**src/rtl/writeback_arbiter.sv**
```systemverilog
// writeback_arbiter: merges WB-stage writes with buffered mul/div results onto one register-file write port.
module writeback_arbiter #(
    parameter int FIFO_DEPTH   = 2,
    parameter int STARVE_LIMIT = 3
) (
    input  logic        clk,
    input  logic        reset,
    input  logic        wb_RegWrite,
    input  logic [4:0]  wb_Write_register,
    input  logic [31:0] wb_Write_data,
    input  logic        md_valid,
    input  logic [4:0]  md_Write_register,
    input  logic [31:0] md_Write_data,
    output logic        md_ready,
    input  logic        issue_valid,
    input  logic [4:0]  issue_register,
    input  logic [4:0]  Read_register1,
    input  logic [4:0]  Read_register2,
    output logic        hazard_stall,
    output logic        wb_hold,
    output logic        RegWrite,
    output logic [4:0]  Write_register,
    output logic [31:0] Write_data
);
    localparam int AW = $clog2(FIFO_DEPTH);
    logic [36:0]   mem [FIFO_DEPTH];
    logic [AW-1:0] wr_ptr, rd_ptr;
    logic [AW:0]   count;
    logic [31:0]   pending, pend_eff;
    logic [3:0]    starve_cnt, starve_nxt;
    logic          push, pop, sel_wb;
    logic [4:0]    head_reg;
    logic [31:0]   head_data;
    assign head_reg  = mem[rd_ptr][36:32];
    assign head_data = mem[rd_ptr][31:0];
    // Ready looks only at occupancy, so a same-cycle pop never lets a full FIFO accept.
    assign md_ready = reset && (count < (AW+1)'(FIFO_DEPTH));
    assign push     = md_valid && md_ready;
    assign sel_wb   = reset && wb_RegWrite;
    assign pop      = reset && !wb_RegWrite && (count != '0);
    always_comb begin
        Write_register = sel_wb ? wb_Write_register : pop ? head_reg : 5'd0;
        Write_data     = sel_wb ? wb_Write_data : pop ? head_data : 32'd0;
        RegWrite       = (sel_wb || pop) && (Write_register != 5'd0);
        pend_eff       = pending & ~(pop ? (32'd1 << head_reg) : 32'd0);
        hazard_stall   = pend_eff[Read_register1] | pend_eff[Read_register2];
        starve_nxt     = (pop || count == '0) ? 4'd0 :
                         (starve_cnt == 4'(STARVE_LIMIT)) ? starve_cnt : starve_cnt + 4'd1;
    end
    always_ff @(posedge clk)
        if (push) mem[wr_ptr] <= {md_Write_register, md_Write_data};
    always_ff @(posedge clk or negedge reset) begin
        if (!reset) begin
            wr_ptr     <= '0;
            rd_ptr     <= '0;
            count      <= '0;
            pending    <= '0;
            starve_cnt <= '0;
            wb_hold    <= 1'b0;
        end else begin
            if (push) wr_ptr <= wr_ptr + AW'(1);
            if (pop) rd_ptr <= rd_ptr + AW'(1);
            count      <= count + (AW+1)'(push) - (AW+1)'(pop);
            pending    <= (pend_eff | (issue_valid ? (32'd1 << issue_register) : 32'd0)) & ~32'd1;
            starve_cnt <= starve_nxt;
            wb_hold    <= (starve_nxt == 4'(STARVE_LIMIT));
        end
    end
endmodule

```
**config.mk**
```make
export PLATFORM = sky130hd
export DESIGN_NAME = writeback_arbiter
export DESIGN_NICKNAME = d
export VERILOG_FILES = /design/src/rtl/writeback_arbiter.sv
export SDC_FILE = /design/constraint.sdc
export NUM_CORES = 1
export LEC_CHECK = 0
export ABC_CLOCK_PERIOD_IN_PS = 2600
export CAP_MARGIN = 0
export CORE_MARGIN = 10
export CORE_UTILIZATION = 40
export DETAILED_ROUTE_END_ITERATION = 8
export HOLD_SLACK_MARGIN = 0.06
export MAX_ROUTING_LAYER = met4
export PLACE_DENSITY = 0.74
export SETUP_SLACK_MARGIN = 0.5
export SLEW_MARGIN = 5
export SYNTH_ARGS = -nofsm -noshare
export SYNTH_HDL_FRONTEND = slang
export SYNTH_SLANG_ARGS = --single-unit
```
**constraint.sdc**
```tcl
create_clock -name clk -period 2.6 [get_ports clk]
set_input_delay 0.39 -clock clk [delete_from_list [all_inputs] [get_ports clk]]
set_output_delay 0.39 -clock clk [all_outputs]
set_load 0.02 [all_outputs]
```
==> run summary <==
status: complete, but fails checks
violated checks: setup timing
core area: 13990 µm²
syn avg cell area: 11.50 µm²
DIE AREA: 19610 µm²
FF-to-FF path depth: 9
Top Family by Delay on Critical Path: compound AO/OA/AOI/OAI gates
Finished Layout Cells: 921
final number of setup-violating endpoints: 23
type of the worst min-delay path: in -> async
Bufs and invs on worst path: 5
Clock Tree Buf Depth: 2
cts bufs inserted: 17
max incr delay on CP: 0.44 ns
pwr dens: 858.6 nW/µm²
switch share: 33.26%
VDD IR max: 0.5314 mV
DP Area: 7825 µm²
wire length per cell: 20.83 µm
largest net degree at the start of global routing: 41
I/O pin cnt: 135
diode count: 0
Crit. End Element: output port
period utilization: 132.0%
Yosys Warn Count: 0
Post-Syn Nets: 598
WP data required: 2.21 ns
Pins Over Slew Limit: 0
CP startpoint kind: flop
first-pass GRT wire length: 29660 µm
worst path arrival time: 3.04 ns
Nets: 826
DPL Wire Length: 14080 µm
reg2reg end: pending[23]$_DFF_PN0_
Design Area, Final: 8909 µm²
actual slew at the worst max-slew pin: 0.6242 ns
crit-path cells: buf_6 -> mux2i_2 -> buf_4 -> nor4_4 -> buf_6 -> buf_6 -> nand2_4 -> a311oi_2 -> a21oi_1 -> a311oi_2 -> o22ai_2 -> buf_6
total overflow reported by the global router: 0
Crit Path Class: reg -> out
Hold Vio Cnt, Final: 0
GRT Util Overall: 19.49%
die height: 140.0 µm
Multi-input gate area: 2686 µm²
Buffers on Ports: 134
via/cell ratio: 5.662
Row Count: 43
Worst Path Max Fanout: 6
initial core utilization: 41.20%
drt total wl: 19190 µm
# fillers: 1103
#FFs+latches synth: 114
Root Driver: clkbuf_16
Synth async-reset ratio: 35.09%
cell mode on critical path: buf_6
1st-iter DRT viols: 494
sequential power share: 33.0%
mapped cell area: 5763 µm²
Slew HR: 58.39%
MaxCap Viol Count: 0
setup ws final: -0.8318 ns
synthesized instance count: 501
crit path launch: rd_ptr$_DFFE_PN0P_
Post-Place Cells: 870
antenna viol nets, final: 0
clock skew: 0.004195 ns
CTS tree: done
H-tree levels: 4
R2R Path Start: rd_ptr$_DFFE_PN0P_
Combinational Power Share: 38.6%
vias in the first global route: 5478
fin crit period: 3.432 ns
Die X: 140.0 µm
DRC: 0
Layout area overhead: 54.58%
Post-synth EDFFs: 74
GPL Wtd Cong: 0.9706
Final Core Density: 63.69%
leakage power: 3.437 nW
overall power: 0.007649 W
RSZ-0062 raised after global routing: true
register area: 3224 µm²
NetSw: 0.002544 W
clock share of power: 28.4%
sequential element share of the synthesized area: 55.93%
share of cells above drive strength 1: 29.15%
critical path's slowest cell: dfrtp_2
Distinct cells, synth: 70
initial antenna violation count: 0
first-pass detailed-route iteration total: 5
top_reg_cell synth: edfxtp_1
reg-to-reg slack, setup: 0.53 ns
clk slew on worst S/H paths: 0.05 ns
CTS Sinks: 114
Internal: 0.005105 W
vias after detailed routing: 5215
f_max: 291.4 MHz
worst-skew pair later-pin latency: 0.41 ns
worst hold slack: 0.1267 ns
==> sequential cells by signal (all words and copies together), names as in the netlist <==
register / cells
count: 2
mem: 74
pending: 31
rd_ptr: 1
starve_cnt: 4
wb_hold: 1
wr_ptr: 1
==> worst min-delay path: stages <==
cell,delay (ns)
buf_2,0.16
buf_12,0.13
buf_12,0.22
==> layout by cell type, fill, tap and decap left out, drive strengths merged, types with 10 or more instances in the layout <==
cell | synthesis | routed
clkbuf | 14 | 19
nand2b | 10 | 10
inv | 13 | 13
a21oi | 10 | 10
clkdlybuf4s50 | 0 | 113
a311oi | 10 | 10
mux2i | 36 | 36
o21ai | 78 | 78
nand2 | 78 | 78
buf | 10 | 115
nand3 | 18 | 18
edfxtp | 74 | 74
dfrtp | 40 | 40
==> metrics by stage <==
stage | TNS, ns | setup WS, ns
final | -2.406 | -0.8318
after global routing | -4.900 | -0.9044
after CTS | -3.723 | -0.8119
after detailed placement | -14.13 | -1.106
after global placement | -13.34 | -1.049
after floorplan | 0 | 0.05353
==> power by group through the flow <==
stage,logic [W],registers [W],clock network [W]
after global placement,0.00251,0.00252,0
after floorplan,0.00152,0.00250,0
after global routing,0.00316,0.00256,0.00229
final,0.00295,0.00253,0.00217
after CTS,0.00272,0.00252,0.00220
after detailed placement,0.00257,0.00254,0
==> cell usage after synthesis (3+ instances only) <==
cell type,instances,share of area [%]
o22ai_1,4,0.43
mux4_2,5,2.0
o21ai_0,77,6.7
ha_1,3,0.65
buf_4,3,0.39
o21bai_1,6,0.78
inv_1,13,0.85
dfrtp_1,40,17
nand4_1,3,0.33
a21oi_1,10,0.87
xnor2_1,4,0.61
nor2_1,8,0.52
buf_6,3,0.59
edfxtp_1,74,39
mux2_2,3,0.59
nand3_1,18,1.6
mux2i_1,35,6.1
a2111oi_0,5,0.76
a31oi_1,8,0.87
nand2_1,77,5.0
nor2b_1,9,0.98
clkbuf_1,12,0.78
o2111ai_1,7,1.1
buf_2,4,0.35
nand2b_1,8,0.87
a311oi_1,10,1.5
==> worst max path at each step <==
stage | to | slack [ns] | cells after the start
after floorplan | hazard_stall | 0.05 | 8
after global placement | hazard_stall | -1.05 | 9
after detailed placement | hazard_stall | -1.11 | 10
after CTS | hazard_stall | -0.81 | 10
after global routing | hazard_stall | -0.90 | 12
final | hazard_stall | -0.83 | 12
==> metal layers <==
metal  wire, µm  up-vias  global-route usage (%)
li1           -     2366                       -
met1       7971     2524                   23.21
met2       8978      287                   29.60
met3       1834       38                   7.370
met4        404        0                   7.065
met5          0        -                       -
==> cell families after synthesis <==
logic type | count (synthesis) | share of synthesized area (%)
compound gates | 153 | 17.67
simple gates | 143 | 12.38
flops | 114 | 55.93
mux | 45 | 9.118
buf+inv | 38 | 3.495
xor+xnor | 5 | 0.7598
fa+ha+maj | 3 | 0.6514
==> layout make-up <==
cell class / instances / share of cell area (%)
multi-input combinational: 349 / 30.15
timing repair buffer: 233 / 24.33
sequential: 114 / 36.19
inverter: 14 / 0.6180
clock buffer: 19 / 4.860
tap: 180 / 2.528
clock inverter: 12 / 1.320
==> timing repair <==
action                                  4_1_cts  5_1_grt
pin swaps                                    10       17
buffers inserted                             11        8
endpoints found under the setup margin       40       46
hold endpoints to repair                     40        0
hold buffers                                  1        0
gates resized for setup                     131       65
Note: power is estimated with default switching activity, not from simulation.
